## src/rtl/aoi_sweep_ctrl_pkg.sv

```systemverilog
// +------------------------------------------------------------------------+
// | Module   : aoi_pkg                                                     |
// | Brief    : Shared constants and golden model for the AOI cell sweeper. |
// | Revision : 1.0 - initial release                                       |
// +------------------------------------------------------------------------+
`default_nettype none

package aoi_pkg;

  // Sweeper state encoding
  localparam logic [2:0] ST_IDLE   = 3'd0;
  localparam logic [2:0] ST_DRIVE  = 3'd1;
  localparam logic [2:0] ST_SETTLE = 3'd2;
  localparam logic [2:0] ST_SAMPLE = 3'd3;
  localparam logic [2:0] ST_DONE   = 3'd4;

  localparam int N_VEC    = 32;
  localparam int VEC_W    = 5;
  localparam int ERR_W    = 6;
  localparam int SETTLE_W = 4;

  typedef logic [2:0] state_t;

  // Expected cell response: F = ~((A&B)|(C&D&E)), A is bit 4
  function automatic logic aoi_golden(input logic [VEC_W-1:0] v);
    return ~((v[4] & v[3]) | (v[2] & v[1] & v[0]));
  endfunction

endpackage

`default_nettype wire

```

## src/rtl/aoi_sweep_ctrl_if.sv

```systemverilog
// +------------------------------------------------------------------------+
// | Module   : aoi_sweep_ctrl_if                                           |
// | Brief    : Control, status and cell-facing signals of the AOI sweeper. |
// | Revision : 1.0 - initial release                                       |
// +------------------------------------------------------------------------+
`default_nettype none

interface aoi_sweep_ctrl_if;
  import aoi_pkg::*;

  logic              start;
  logic [VEC_W-1:0]  dut_in;
  logic              dut_out;
  logic              busy;
  logic              done;
  logic              pass;
  logic [ERR_W-1:0]  err_count;
  logic [VEC_W-1:0]  first_fail_vec;
  logic              first_fail_valid;

  // Sweeper side
  modport master (
    input  start, dut_out,
    output dut_in, busy, done, pass, err_count, first_fail_vec, first_fail_valid
  );

  // Requester / cell side
  modport slave (
    output start, dut_out,
    input  dut_in, busy, done, pass, err_count, first_fail_vec, first_fail_valid
  );

endinterface

`default_nettype wire

```

## src/rtl/aoi_settle_timer.sv

```systemverilog
// +------------------------------------------------------------------------+
// | Module   : aoi_settle_timer                                            |
// | Brief    : Loadable down-counter with zero flag for settle intervals.  |
// | Revision : 1.0 - initial release                                       |
// +------------------------------------------------------------------------+
`default_nettype none

module aoi_settle_timer #(
  parameter int WIDTH = 4
) (
  input  wire logic             clk,
  input  wire logic             rst_n,
  input  wire logic             load,
  input  wire logic [WIDTH-1:0] load_val,
  input  wire logic             en,
  output logic      [WIDTH-1:0] count,
  output logic                  zero
);

  // Load has priority; decrement stops at zero
  always_ff @(posedge clk or negedge rst_n) begin
    if (!rst_n) begin
      count <= '0;
    end else if (load) begin
      count <= load_val;
    end else if (en && (count != '0)) begin
      count <= count - {{(WIDTH-1){1'b0}}, 1'b1};
    end
  end

  assign zero = (count == '0);

endmodule

`default_nettype wire

```

## src/rtl/aoi_sweep_ctrl.sv

```systemverilog
// +------------------------------------------------------------------------+
// | Module   : aoi_sweep_ctrl                                              |
// | Brief    : Exhaustive 32-vector self-check sequencer for a 5-input AOI |
// |            cell. Optional macro AOI_SWEEP_STOP_ON_FAIL_EN ends the     |
// |            sweep at the first mismatch.                                |
// | Revision : 1.0 - initial release                                       |
// +------------------------------------------------------------------------+
`default_nettype none

module aoi_sweep_ctrl
  import aoi_pkg::*;
#(
  parameter int SETTLE_CYCLES = 2,
  parameter int N_IN          = 5
) (
  input  wire logic         clk,
  input  wire logic         rst_n,
  aoi_sweep_ctrl_if.master  bus
);

  localparam logic [N_IN-1:0]     LAST_VEC    = {N_IN{1'b1}};
  localparam logic [SETTLE_W-1:0] SETTLE_LOAD = SETTLE_W'(SETTLE_CYCLES);

  state_t              r_state;
  logic [VEC_W-1:0]    r_vec;
  logic [VEC_W-1:0]    r_dut_in;
  logic                r_busy;
  logic                r_done;
  logic                r_pass;
  logic [ERR_W-1:0]    r_err;
  logic [VEC_W-1:0]    r_ff_vec;
  logic                r_ff_valid;

  logic [SETTLE_W-1:0] w_cnt;
  logic                w_cnt_zero;
  logic                w_settle_last;
  logic                w_golden;
  logic                w_mismatch;
  logic                w_last_vec;
  logic                w_stop;
  logic [ERR_W-1:0]    w_err_next;

  aoi_settle_timer #(
    .WIDTH (SETTLE_W)
  ) u_settle_timer (
    .clk      (clk),
    .rst_n    (rst_n),
    .load     (r_state == ST_DRIVE),
    .load_val (SETTLE_LOAD),
    .en       (r_state == ST_SETTLE),
    .count    (w_cnt),
    .zero     (w_cnt_zero)
  );

  // Sample-time comparison and sweep termination decision
  always_comb begin
    w_golden      = aoi_golden(r_vec);
    // Case-inequality so an undriven or unknown cell output is a mismatch
    w_mismatch    = (bus.dut_out !== w_golden);
    w_err_next    = r_err + {{(ERR_W-1){1'b0}}, w_mismatch};
    w_last_vec    = (r_vec == LAST_VEC);
    // Zero guard keeps the FSM from stalling if the counter is ever empty
    w_settle_last = (w_cnt == SETTLE_W'(1)) || w_cnt_zero;
`ifdef AOI_SWEEP_STOP_ON_FAIL_EN
    w_stop        = w_last_vec || w_mismatch;
`else
    w_stop        = w_last_vec;
`endif
  end

  // Sweep sequencer and result registers
  always_ff @(posedge clk or negedge rst_n) begin
    if (!rst_n) begin
      r_state    <= ST_IDLE;
      r_vec      <= '0;
      r_dut_in   <= '0;
      r_busy     <= 1'b0;
      r_done     <= 1'b0;
      r_pass     <= 1'b0;
      r_err      <= '0;
      r_ff_vec   <= '0;
      r_ff_valid <= 1'b0;
    end else begin
      case (r_state)
        ST_IDLE, ST_DONE: begin
          if (bus.start) begin
            r_state    <= ST_DRIVE;
            r_vec      <= '0;
            r_err      <= '0;
            r_ff_vec   <= '0;
            r_ff_valid <= 1'b0;
            r_done     <= 1'b0;
            r_pass     <= 1'b0;
            r_busy     <= 1'b1;
          end
        end
        ST_DRIVE: begin
          r_dut_in <= r_vec;
          r_state  <= (SETTLE_CYCLES > 0) ? ST_SETTLE : ST_SAMPLE;
        end
        ST_SETTLE: begin
          if (w_settle_last) begin
            r_state <= ST_SAMPLE;
          end
        end
        ST_SAMPLE: begin
          r_err <= w_err_next;
          if (w_mismatch && !r_ff_valid) begin
            r_ff_vec   <= r_vec;
            r_ff_valid <= 1'b1;
          end
          if (w_stop) begin
            r_state <= ST_DONE;
            r_busy  <= 1'b0;
            r_done  <= 1'b1;
            r_pass  <= (w_err_next == '0);
          end else begin
            r_vec   <= r_vec + {{(VEC_W-1){1'b0}}, 1'b1};
            r_state <= ST_DRIVE;
          end
        end
        default: begin
          r_state <= ST_IDLE;
        end
      endcase
    end
  end

  assign bus.dut_in           = r_dut_in;
  assign bus.busy             = r_busy;
  assign bus.done             = r_done;
  assign bus.pass             = r_pass;
  assign bus.err_count        = r_err;
  assign bus.first_fail_vec   = r_ff_vec;
  assign bus.first_fail_valid = r_ff_valid;

endmodule

`default_nettype wire

```

## src/flat_wrapper.sv

```systemverilog
// flat-port wrapper written by rule: the top's interface ports become plain ports
module aoi_sweep_ctrl_flat import aoi_pkg::*;
#(
  parameter int SETTLE_CYCLES = 2,
  parameter int N_IN          = 5
)
  (clk, rst_n, bus_start, bus_dut_out, bus_dut_in, bus_busy, bus_done, bus_pass, bus_err_count, bus_first_fail_vec, bus_first_fail_valid);
  aoi_sweep_ctrl_if bus_i ();
  input  wire logic clk;
  input  wire logic rst_n;
  input wire logic [$bits(bus_i.start)-1:0] bus_start;
  input wire logic [$bits(bus_i.dut_out)-1:0] bus_dut_out;
  output wire logic [$bits(bus_i.dut_in)-1:0] bus_dut_in;
  output wire logic [$bits(bus_i.busy)-1:0] bus_busy;
  output wire logic [$bits(bus_i.done)-1:0] bus_done;
  output wire logic [$bits(bus_i.pass)-1:0] bus_pass;
  output wire logic [$bits(bus_i.err_count)-1:0] bus_err_count;
  output wire logic [$bits(bus_i.first_fail_vec)-1:0] bus_first_fail_vec;
  output wire logic [$bits(bus_i.first_fail_valid)-1:0] bus_first_fail_valid;
  assign bus_i.start = bus_start;
  assign bus_i.dut_out = bus_dut_out;
  assign bus_dut_in = bus_i.dut_in;
  assign bus_busy = bus_i.busy;
  assign bus_done = bus_i.done;
  assign bus_pass = bus_i.pass;
  assign bus_err_count = bus_i.err_count;
  assign bus_first_fail_vec = bus_i.first_fail_vec;
  assign bus_first_fail_valid = bus_i.first_fail_valid;
  aoi_sweep_ctrl #(.SETTLE_CYCLES(SETTLE_CYCLES), .N_IN(N_IN)) u_core (.clk(clk), .rst_n(rst_n), .bus(bus_i));
endmodule
```

## config.mk

```make
export PLATFORM = sky130hd
export DESIGN_NAME = aoi_sweep_ctrl_flat
export DESIGN_NICKNAME = d
export VERILOG_FILES = /design/src/rtl/aoi_sweep_ctrl_pkg.sv /design/src/rtl/aoi_sweep_ctrl_if.sv /design/src/rtl/aoi_settle_timer.sv /design/src/rtl/aoi_sweep_ctrl.sv /design/src/flat_wrapper.sv
export SDC_FILE = /design/constraint.sdc
export NUM_CORES = 1
export LEC_CHECK = 0
export BUFFER_PORTS_ARGS = -buffer_cell sky130_fd_sc_hd__buf_4
export CORE_UTILIZATION = 45
export CTS_CLUSTER_DIAMETER = 200
export DETAILED_ROUTE_END_ITERATION = 7
export PLACE_DENSITY = 0.67
export SLEW_MARGIN = 25
export SYNTH_ARGS = -nofsm -noshare
export SYNTH_HDL_FRONTEND = slang
export SYNTH_HIERARCHICAL = 1
export SYNTH_SLANG_ARGS = --single-unit
```

## constraint.sdc

```tcl
create_clock -name clk -period 2.5 [get_ports clk]
set_clock_uncertainty 0.1 [all_clocks]
set_input_delay 0.25 -clock clk [delete_from_list [all_inputs] [get_ports clk]]
set_output_delay 0.25 -clock clk [all_outputs]
set_load 0.02 [all_outputs]
```

==> results of run 1 <==
[layer usage]
layer	vias up	global-route usage	part of all wire
li1	568	-	-
met2	19	0.2811	0.49
met1	553	0.2116	0.47
met3	5	0.03782	0.028
met4	0	0.1071	0.012
met5	-	0	0
[stage by stage]
| step | area, µm² | util | hold slack, ps |
|---|---|---|---|
| 6_report | 1862 | 0.5579 | 29.55 |
| 5_1_grt | 1862 | 0.5579 | 3.891 |
| 4_1_cts | 1862 | 0.5579 | 4.020 |
| 3_5_place_dp | 1775 | 0.5321 | 115.6 |
| 3_3_place_gp | 1775 | 0.5321 | 107.0 |
| 2_1_floorplan | 1587 | - | -145.6 |
[Yosys cell counts, drive strengths merged, types with 2 or more instances]
cell and number:
xnor2 3, nor3 3, nor2 9, and3 2, dfrtp 32, mux2i 5
nand2 18, mux2 6, conb 2, o21a 2, ha 5, clkbuf 2
a21oi 2, o21ai 7, nor3b 3, buf 3, nor4b 2, inv 11
xor2 4, a22o 5, nand3 5
[power by group through the flow]
stage | registers, W | logic, W | clock network (W)
after floorplan | 0.000837 | 0.000499 | 0
after global routing | 0.000815 | 0.000804 | 0.000417
final | 0.000793 | 0.000725 | 0.000377
after CTS | 0.000791 | 0.000731 | 0.000400
after global placement | 0.000790 | 0.000710 | 0
after detailed placement | 0.000803 | 0.000725 | 0
[registers in the layout, indices dropped and copies added (netlist names)]
register and flops:
u_core/u_settle_timer/count 4, u_core/bus.done 1, u_core/bus.first_fail_valid 1, u_core/bus.dut_in 5
u_core/r_vec 5, u_core/bus.busy 1, u_core/bus.err_count 6, u_core/bus.pass 1
u_core/r_state 3, u_core/bus.first_fail_vec 5
[timing repair]
item | CTS | global route
gates resized for setup | 0 | 0
hold endpoints to repair | 32 | 0
hold buffers | 1 | 0
[cells by family (layout without fill, tap and decap cells)]
group,after synthesis,after routing,share of synthesized area
AOI/OAI and AO/OA,23,23,0.1062
adders and majority gates,5,5,0.03962
other,2,4,0.004756
and+or+nand+nor,51,51,0.1767
DFF,32,32,0.5071
buffers and inverters,16,43,0.05230
xor gates and xnor gates,7,7,0.03883
muxes,11,11,0.07448
[layout make-up]
type	count	area, µm²	area share
sequential	32	800.8	0.4301
multi-input combinational	101	703.2	0.3777
clock buffer	6	41.29	0.02218
timing repair buffer	24	182.7	0.09812
tap	46	57.56	0.03091
clock inverter	2	35.03	0.01882
inverter	11	41.29	0.02218
[worst register-to-register path, stage by stage, from the launching register on]
cell and delay [ps]:
sky130_fd_sc_hd__dfrtp_1 450, sky130_fd_sc_hd__a32oi_1 250, sky130_fd_sc_hd__xnor2_1 180, sky130_fd_sc_hd__inv_1 70, sky130_fd_sc_hd__ha_1 200, sky130_fd_sc_hd__ha_1 220, sky130_fd_sc_hd__xor2_1 150, sky130_fd_sc_hd__nor3_1 180
sky130_fd_sc_hd__nand4b_1 120, sky130_fd_sc_hd__o21ai_0 170
[how the worst max path moves through the flow]
stage                                     start                          end  slack (ps)  depth (start not counted)
detailed placement  u_core/r_vec[1]$_DFFE_PN0P_  u_core/bus.pass$_DFFE_PN0P_         360                          9
finish              u_core/r_vec[1]$_DFFE_PN0P_  u_core/bus.pass$_DFFE_PN0P_         340                          9
floorplan           u_core/r_vec[0]$_DFFE_PN0P_  u_core/bus.pass$_DFFE_PN0P_         580                          9
CTS                 u_core/r_vec[1]$_DFFE_PN0P_  u_core/bus.pass$_DFFE_PN0P_         340                          9
global route        u_core/r_vec[1]$_DFFE_PN0P_  u_core/bus.pass$_DFFE_PN0P_          90                          9
global placement    u_core/r_vec[1]$_DFFE_PN0P_  u_core/bus.pass$_DFFE_PN0P_         480                          9
==> results by stage, run 1 <==
Run status:
- The flow ran to the end, and the final reports show no timing, DRC or antenna violations.

STA:
- The relative slew slack is 0.6077.
- The final number of hold-violating endpoints is 0.
- Setup repair after global routing left no endpoint under its margin.
- The number of endpoints failing setup at the final stage is 0.
- The post-route worst setup slack is 341.6 ps.
- The smallest clock period supported by the final layout is computed as approximately 2200 ps.
- The highest clock frequency the design can meet is 463.3 MHz.
- The number of max-slew violations in the final report is 0.
- In the final timing run, aggregate negative setup slack is 0 ps.
- The slew of the pin with the lowest slew margin is 588.4 ps.
- The share of the clock period used by the worst path is 0.8634.

Power:
- The completed layout was analyzed and its total power is 0.001895 W.
- Of the total power, combinational logic draws 0.382.
- Of the total power, the share spent switching nets is 0.3704.
- Summed over all nets, the switching power comes to 0.0007018 W.
- The proportion of power drawn by the clock network is 0.199.
- The analysis attributes to cell leakage a power of 0.9396 nW.
- The power per unit of standard cell area is a little over 1000 nW/µm².
- The worst vdd rail ir drop is approximately 0.00052 V.
- The share of total power dissipated in sequential elements is 0.419.
- The internal portion of the total power is 0.001193 W.

Final layout:
- Leaving out fill and tap cells, the most frequent cells in the layout are 32 x sky130_fd_sc_hd__dfrtp_1, 23 x sky130_fd_sc_hd__buf_4, 18 x sky130_fd_sc_hd__nand2_1.
- The fill cell total of the finished layout is 306.
- The final non-filler cell total is 222.
- The area added between synthesis and finish is 17.91%.
- The most frequent standard cell in the layout excluding fill and tap cells is sky130_fd_sc_hd__dfrtp_1.
- In the final design database the tool counted 184 nets.
- Of the cells placed in the final design, the portion with a size suffix greater than 1 is 0.2330.
- The repair_antennas step left the layout with diodes totalling 0.

Detailed routing:
- After detailed routing, the number of remaining DRC violations is 0.
- The iteration count of the initial detailed-routing pass is 4.
- The total via count in the routed design is 1145.
- The final routed wire length divided by cell count is about 13 µm.
- The post-detailed-route count of antenna-violating nets is 0.
- The number of DRC violations after detailed-routing iteration 0 is 41.
- In the routed layout, each cell is associated on average with a via count of 5.158.
- Summed over all layers, the routed wires come to approximately 3000 µm.

Global routing:
- The number of antenna violations at the first check in global routing is 0.
- The global-route wire length before repair is between 4000 and 5000 µm.
- The via count of the first global-routing pass is 1061.
- Entering global routing, the biggest net connects 33 pins.
- For this run the aggregate overflow at the end of global routing stands at 0.
- The overall track demand over capacity in global routing is 0.1739.

Place:
- At the end of routability-driven placement, the weighted congestion stood at 0.8382.
- The post-place setup slack is roughly 360 ps.
- The post-DP HPWL is 2119 µm.
- The number of placed instances, taps included, is 213.
- The number of buffer cells added on primary ports is 23.

Critical path:
- STA classifies the critical path endpoint as a flip-flop.
- The worst reg2reg path startpoint is u_core/r_vec[1]$_DFFE_PN0P_.
- At the worst endpoint, the required time is 2640 ps.
- The cell with the largest stage delay on the worst path is sky130_fd_sc_hd__dfrtp_1.
- The critical path goes through a32oi_1, xnor2_1, inv_1, ha_1, ha_1, xor2_1, nor3_1, nand4b_1, o21ai_0.
- Of all nets on the critical path, the largest fanout is 6.
- For the worst flop-to-flop path, the logic depth is 9.
- The critical path class is flip-flop to flip-flop.
- The kind of cell adding the most delay to the critical path is flip-flops.
- Together, buffers and inverters on the worst path number 1.
- The cell type with the highest occurrence count on the critical path is sky130_fd_sc_hd__ha_1.
- The endpoint identified for the worst register-to-register timing path is u_core/bus.pass$_DFFE_PN0P_.
- The worst path arrival time is between 2000 and 2500 ps.
- The sort of element at the start of the critical path is a flip-flop.
- The register-to-register setup slack is 340 ps.
- On the worst path, the slowest cell contributes a delay of 450 ps.

Synth:
- The most used flip-flop cell after synthesis is sky130_fd_sc_hd__dfrtp_1.
- The count of cell types in the netlist is 39.
- The number of enable flip-flop cells after synthesis is 0.
- The fraction of registers with async set or reset after synthesis is 1.000.
- The biggest area contributor in the post-synthesis netlist is sky130_fd_sc_hd__dfrtp_1.
- Dividing the synthesized area by the synthesized cell count gives 10.74 µm².
- The total standard cell area after synthesis is 1579 µm².
- The number of synthesized register bits is 32.
- The share of the synthesized area in the top cell type is 0.5071.
- The share of the Yosys chip area taken by registers is 0.5071.
- The Yosys warning count is 6.
- Synthesis handed over a netlist of 147 instances.
- After synthesis, the cell types taking the most area are sky130_fd_sc_hd__dfrtp_1 51%, sky130_fd_sc_hd__nand2_1 4.3%, sky130_fd_sc_hd__mux2_2 4.3%.

Floorplanning:
- The cell row count is 21.
- The die boundary width is 61.24 µm.
- For this design the top-level I/O count stands at 24.
- The initial utilization of the core area, before any placement, comes to 0.4732.
- The die boundary height is 61.24 µm.
- The die area is 3750 µm².
- After floorplanning, the core was sized to cover 3337 µm².

CTS:
- The number of H-tree levels is 2.
- The tree is rooted in a sky130_fd_sc_hd__clkbuf_4.
- CTS saw 32 sinks.
- The longest clock path from root to sink contains 2 buffers.
- The clock latency reported for the late side of the worst-skew pair is between 300 and 400 ps.
- Once the clock tree was built, the setup fixing pass inserted 0 buffers.
- Clock tree synthesis inserted a total of 5 buffers.
- After clock tree synthesis, the clock-pin slew on the worst setup and hold paths is 100 ps.
- The CTS tree is built.

Worst hold path:
- The hold-critical path endpoint is u_core/r_state[2]$_DFFE_PN0P_.
- The number of stages on the worst hold path is 2.
- The type of the tightest min-delay check is primary input to flip-flop.
- The startpoint identified for the worst hold timing path is bus_start.

Run:
- The tool flagged a number of max-cap violations equal to 0.
Note: power is estimated with default switching activity, not from simulation.
==> run 2, diff against run 1 <==
Settings changed: MAX_ROUTING_LAYER from default to met4.
==> results by stage, run 2 (same netlist as run 1, synthesis figures left out) <==
STA:
- The number of endpoints failing setup at the final stage was 0 (unchanged).
- The number of max-slew violations in the final report is 0 (unchanged).
- The total negative slack is 0 ps (unchanged).
- The post-layout minimum cycle time is 2153 ps (-5.256 ps).
- The highest clock frequency the design can meet is 464.4 MHz (+0.24%).
- The share of the clock period used by the worst path was 0.8613 (-0.002102).
- The relative slew slack is 0.6056 (-0.002166).
- The slew of the pin with the lowest slew margin is 591.6 ps (+3.249 ps).
- The worst hold slack came to 25.36 ps (-4.194 ps).
- The final number of hold-violating endpoints was 0 (unchanged).
- Setup repair after global routing left no endpoint under its margin.

Final layout:
- The end-of-flow core utilization is 0.5579 (unchanged).
- The final non-filler cell total is 222 (unchanged).
- The share of final-layout standard cells stronger than drive strength 1 is 0.2330 (unchanged).
- The top cell types in the final layout, fill and taps aside, are 32 x sky130_fd_sc_hd__dfrtp_1, 23 x sky130_fd_sc_hd__buf_4, 18 x sky130_fd_sc_hd__nand2_1.
- The final net count is 184 (unchanged).
- The number of flip-flops in the largest register is 6 (unchanged).
- The most frequent standard cell in the layout excluding fill and tap cells is sky130_fd_sc_hd__dfrtp_1.
- The number of diodes added for antenna fixing was 0 (unchanged).
- The area added between synthesis and finish is 17.91% (unchanged).

CTS:
- The number of instances resized during post-cts repair is 0 (unchanged).
- The clock latency reported for the late side of the worst-skew pair was 320 ps (about the same).
- The number of post-CTS setup repair buffers came to 0 (unchanged).
- The number of H-tree levels came to 2 (unchanged).
- TritonCTS built the clock tree.
- The clock root buffer is sky130_fd_sc_hd__clkbuf_4.
- The number of hold buffers added after CTS is 1 (unchanged).
- The number of sinks handled by clock tree synthesis is 32 (unchanged).
- The number of buffers added by the clock tree synthesis step was 5 (unchanged).
- The number of buffers between clock root and the deepest sink was 2 (unchanged).
- The clock transition at the registers of the reported paths is 100 ps (about the same).

Power:
- The power per unit of standard cell area came to 1019 nW/µm² (+0.11%).
- The total leakage power is 0.9396 nW (unchanged).
- The share of power burned in registers is 0.418 (about the same).
- The combinational share of power is 0.382 (about the same).
- The switching power is 0.0007039 W (+0.30%).
- The proportion of total power due to net switching is 0.3711 (+0.0007036).
- The worst vdd rail ir drop is 0.0005253 V (+0.11%).
- The internal cell power is 0.001193 W (about the same).
- The proportion of power drawn by the clock network was 0.200 (about the same).

Place:
- The global placer's final weighted congestion is 0.8511 (+1.5%).
- The number of instances in the placed design was 213 (unchanged).
- The number of buffer cells added on primary ports is 23 (unchanged).
- The post-DP HPWL is 2119 µm (unchanged).

Detailed routing:
- The total length of routed wires is 2982 µm (+0.40%).
- The final routed DRC violation total came to 0 (unchanged).
- The iteration count of the initial detailed-routing pass is 4 (unchanged).
- The average vias per placed instance was 5.149 (-0.17%).
- The final routed wire length divided by cell count is 13.43 µm (+0.40%).
- The total via count in the routed design came to 1143 (-0.17%).
- The number of DRC violations after detailed-routing iteration 0 is 46 (+12%).
- The post-detailed-route count of antenna-violating nets came to 0 (unchanged).

Floorplanning:
- The die boundary height came to 61.24 µm (unchanged).
- The die boundary width is 61.24 µm (unchanged).
- The count of pins on the block boundary is 24 (unchanged).
- The starting utilization of the core area is 0.4732 (unchanged).
- The die area was 3750 µm² (unchanged).
- The cell row count is 21 (unchanged).
- The area of the core region is 3337 µm² (unchanged).

Global routing:
- The total overflow reported by the global router is 0 (unchanged).
- The global-route wire length before repair is 4623 µm (+0.15%).
- The number of antenna violations at the first check in global routing is 0 (unchanged).
- The via count of the first global-routing pass was 1062 (+0.094%).
- The overall track demand over capacity in global routing was 0.1795 (+0.005574).
- The pin count of the biggest net entering global routing is 33 (unchanged).

Critical path:
- The worst path arrival time is 2300 ps (about the same).
- The maximum fanout along the worst path is 6 (unchanged).
- By startpoint and endpoint, the worst setup path is classified as flip-flop to flip-flop.
- The sort of element at the start of the critical path is a flip-flop.
- Walking the worst path, the cells encountered are a32oi_1, xnor2_1, inv_1, ha_1, ha_1, xor2_1, nor3_1, nand4b_1, o21ai_0.
- The number of buffers and inverters on the critical path is 1 (unchanged).
- Among all stages on the critical path, the largest delay is contributed by sky130_fd_sc_hd__dfrtp_1.
- The cell type with the highest occurrence count on the critical path is sky130_fd_sc_hd__ha_1.
- The biggest cell delay along the critical path is 450 ps (about the same).
- The kind of cell adding the most delay to the critical path is flip-flops.
- The critical path required time is 2650 ps (about the same).
- The category of the worst setup path capture point is a flip-flop.

Run:
- The max-capacitance violation count came to 0 (unchanged).

Worst hold path:
- In this run the worst hold path is classified as primary input to flip-flop.

Run status:
- The run finished with clean final reports.
run 2: worst paths after layout:
path | from | end | slack, ps | cells after the start
max | u_core/r_vec[1]$_DFFE_PN0P_ | u_core/bus.pass$_DFFE_PN0P_ | 350 | 9
min | bus_start | u_core/r_state[2]$_DFFE_PN0P_ | 30 | 2
max reg2reg | u_core/r_vec[1]$_DFFE_PN0P_ | u_core/bus.pass$_DFFE_PN0P_ | 350 | 9
min reg2reg | u_core/bus.busy$_DFFE_PN0P_ | u_core/bus.busy$_DFFE_PN0P_ | 390 | 2
max in group asynchronous | rst_n | u_core/u_settle_timer/count[1]$_DFFE_PN0P_ | 1710 | 2
min in group asynchronous | rst_n | u_core/bus.err_count[4]$_DFFE_PN0P_ | 290 | 2
run 2: per-layer routing:
layer	vias up	share of wire	GRT usage
met1	551	0.47	0.2116
met5	-	0	-
met2	21	0.49	0.2811
li1	567	-	-
met4	0	0.012	0.1071
met3	4	0.031	0.03782
run 2: layout make-up:
cell class	count	area, µm²
clock buffers	6	41.29
multi-input cells	101	703.2
well taps	46	57.56
inverters	11	41.29
repair buffers	24	182.7
flip-flops and latches	32	800.8
fillers	306	1475
clock inverters	2	35.03
run 2: power groups by stage:
stage          registers (W)  clock network (W)  logic [W]
2_1_floorplan       0.000837                  0   0.000499
3_3_place_gp        0.000790                  0   0.000710
3_5_place_dp        0.000803                  0   0.000725
4_1_cts             0.000791           0.000400   0.000731
5_1_grt             0.000815           0.000417   0.000804
6_report            0.000793           0.000379   0.000725
run 2: per-stage QoR:
stage	total power, W	area (µm²)	worst slack, ps
floorplan	0.001336	1587	576.0
global placement	0.001499	1775	483.4
detailed placement	0.001528	1775	363.4
CTS	0.001923	1862	338.6
global route	0.002037	1862	85.67
finish	0.001897	1862	346.8
==> run 3, diff against run 2 <==
Settings changed: CORE_ASPECT_RATIO from default to 0.8.
==> results by stage, run 3 (same netlist as run 1, synthesis figures left out) <==
Run status:
- The run finished with clean final reports.

Critical path:
- The maximum fanout along the worst path came to 6 (unchanged).
- The register-to-register setup slack was 340 ps (about the same).
- STA classifies the critical path endpoint as a flip-flop.
- The number of cell instances on the worst register-to-register path is 9 (unchanged).
- The worst reg2reg path startpoint is u_core/r_vec[0]$_DFFE_PN0P_.
- The worst register-to-register path ends at u_core/bus.pass$_DFFE_PN0P_.
- The critical path required time is 2610 ps (-40 ps).
- The critical path class is flip-flop to flip-flop.
- STA classifies the critical path startpoint as a flip-flop.
- The worst path arrival time is 2270 ps (-30 ps).

Worst hold path:
- The hold path startpoint is bus_start.
- The number of stages on the worst hold path was 2 (unchanged).
- The worst hold path terminates at u_core/r_state[2]$_DFFE_PN0P_.
- The tightest min-delay check is of the primary input to flip-flop type.

Detailed routing:
- The number of DRC violations after detailed-routing iteration 0 is 89 (+93%).
- The post-detailed-route count of antenna-violating nets was 0 (unchanged).
- The final routed wire length divided by cell count is 14.14 µm (+5.3%).
- The average vias per placed instance came to 5.323 (+3.4%).
- The final routed DRC violation total was 0 (unchanged).
- The iteration count of the initial detailed-routing pass is 4 (unchanged).
- The total length of routed wires is 3068 µm (+2.9%).
- The total via count in the routed design was 1155 (+1.0%).

Floorplanning:
- The die boundary width was 68.23 µm (+11%).
- The count of pins on the block boundary is 24 (unchanged).
- The die area came to 3751 µm² (about the same).
- The starting utilization of the core area is 0.4903 (+0.01710).
- The area of the core region is 3221 µm² (-3.5%).
- The cell row count is 18 (-14%).
- The die boundary height came to 54.98 µm (-10%).

CTS:
- The clock latency reported for the late side of the worst-skew pair was 290 ps (-30 ps).
- The CTS tree is built.
- The number of instances resized during post-cts repair is 0 (unchanged).
- The number of H-tree levels was 2 (unchanged).
- The number of buffers between clock root and the deepest sink is 2 (unchanged).
- The number of buffers added by the clock tree synthesis step is 5 (unchanged).
- The clock root buffer is sky130_fd_sc_hd__clkbuf_8.
- The number of sinks handled by clock tree synthesis was 32 (unchanged).
- The clock transition at the registers of the reported paths was 70 ps (-30 ps).

Power:
- The total leakage power is 0.9535 nW (+1.5%).
- The worst vdd rail ir drop is 0.0005214 V (-0.74%).
- The power per unit of standard cell area is 1036 nW/µm² (+1.7%).

Final layout:
- The fill cell total of the finished layout is 282 (-7.8%).
- The share of final-layout standard cells stronger than drive strength 1 was 0.2429 (+0.009983).
- The number of diodes added for antenna fixing is 0 (unchanged).
- The number of flip-flops in the largest register is 6 (unchanged).
- In the layout the commonest cells are 32 x sky130_fd_sc_hd__dfrtp_1, 24 x sky130_fd_sc_hd__buf_4, 18 x sky130_fd_sc_hd__nand2_1.
- The final net count came to 185 (+0.54%).
- The area added between synthesis and finish is 18.94%.
- The most frequent standard cell in the layout excluding fill and tap cells is sky130_fd_sc_hd__dfrtp_1.

Place:
- The post-place setup slack came to 381.7 ps (+18.32 ps).
- The global placer's final weighted congestion is 0.7896 (-7.2%).
- The post-DP HPWL is 2175 µm (+2.7%).
- The number of buffer cells added on primary ports is 23 (unchanged).

Global routing:
- The number of antenna violations at the first check in global routing is 0 (unchanged).
- The global-route wire length before repair is 5168 µm (+12%).
- The pin count of the biggest net entering global routing came to 33 (unchanged).
- The total overflow reported by the global router is 0 (unchanged).
- The via count of the first global-routing pass is 1138 (+7.2%).
- The overall track demand over capacity in global routing is 0.2031 (+0.02357).

STA:
- The post-route worst setup slack came to 342.0 ps (-4.790 ps).
- Setup repair after global routing left no endpoint under its margin.
- The post-layout minimum cycle time was 2158 ps (+4.790 ps).
- The final number of hold-violating endpoints is 0 (unchanged).
- The total negative slack is 0 ps (unchanged).
- The share of the clock period used by the worst path came to 0.8632 (+0.001916).
- The number of endpoints failing setup at the final stage is 0 (unchanged).
- The slew of the pin with the lowest slew margin came to 579.8 ps (-11.78 ps).
- The highest clock frequency the design can meet was 463.4 MHz (-0.22%).
- The number of max-slew violations in the final report is 0 (unchanged).
- The relative slew slack is 0.6134 (+0.007852).

Run:
- The max-capacitance violation count is 0 (unchanged).
[run 3: worst max-delay path by stage]
stage | cells past startpoint | slack (ps) | to | startpoint
6_report | 9 | 340 | u_core/bus.pass$_DFFE_PN0P_ | u_core/r_vec[0]$_DFFE_PN0P_
5_1_grt | 9 | 220 | u_core/bus.pass$_DFFE_PN0P_ | u_core/r_vec[0]$_DFFE_PN0P_
4_1_cts | 9 | 340 | u_core/bus.pass$_DFFE_PN0P_ | u_core/r_vec[0]$_DFFE_PN0P_
3_5_place_dp | 9 | 380 | u_core/bus.pass$_DFFE_PN0P_ | u_core/r_vec[0]$_DFFE_PN0P_
3_3_place_gp | 9 | 480 | u_core/bus.pass$_DFFE_PN0P_ | u_core/r_vec[0]$_DFFE_PN0P_
2_1_floorplan | 9 | 580 | u_core/bus.pass$_DFFE_PN0P_ | u_core/r_vec[0]$_DFFE_PN0P_
[run 3: area by class of cell]
cell class / instances / area [µm²] / share of cell area
multi-input cells: 101 / 703.2 / 0.3744
repair buffers: 25 / 190.2 / 0.1013
well taps: 40 / 50.05 / 0.02665
clock inverters: 2 / 10.01 / 0.005330
flip-flops and latches: 32 / 800.8 / 0.4264
inverters: 11 / 41.29 / 0.02199
clock buffers: 6 / 82.58 / 0.04397
[run 3: critical path: stages, from the launching register on]
cell	delay, ps
sky130_fd_sc_hd__dfrtp_1	440
sky130_fd_sc_hd__a32oi_1	270
sky130_fd_sc_hd__xnor2_1	190
sky130_fd_sc_hd__inv_1	70
sky130_fd_sc_hd__ha_1	200
sky130_fd_sc_hd__ha_1	220
sky130_fd_sc_hd__xor2_1	150
sky130_fd_sc_hd__nor3_1	160
sky130_fd_sc_hd__nand4b_1	110
sky130_fd_sc_hd__o21ai_0	150
[run 3: timing repair]
item / CTS / global route
hold buffers: 1 / 0
endpoints found under the hold margin: 32 / 0
setup buffers: 0 / 0
[run 3: metal layers]
| metal | GRT usage | wire length [µm] |
|---|---|---|
| met1 | 0.2584 | 1532 |
| met2 | 0.3023 | 1359 |
| met3 | 0.04918 | 117 |
| met4 | 0.1042 | 59 |
| met5 | - | 0 |
[run 3: report_power, final]
part | switching [W] | internal (W)
Combinational | 0.000393 | 0.000340
Sequential | 0.000149 | 0.000650
Clock | 0.000195 | 0.000219
Total | 0.000737 | 0.00121
[run 3: per-stage QoR]
stage          utilization  hold slack, ps  cells  area [µm²]  power, W
6_report            0.5831           59.67    217        1878  0.001946
5_1_grt             0.5831           69.29    217        1878  0.002074
4_1_cts             0.5831           55.83    217        1878  0.001956
3_5_place_dp        0.5513           112.7    208        1775  0.001535
3_3_place_gp        0.5513           103.8    208        1775  0.001506
2_1_floorplan            -          -145.6    149        1587  0.001336
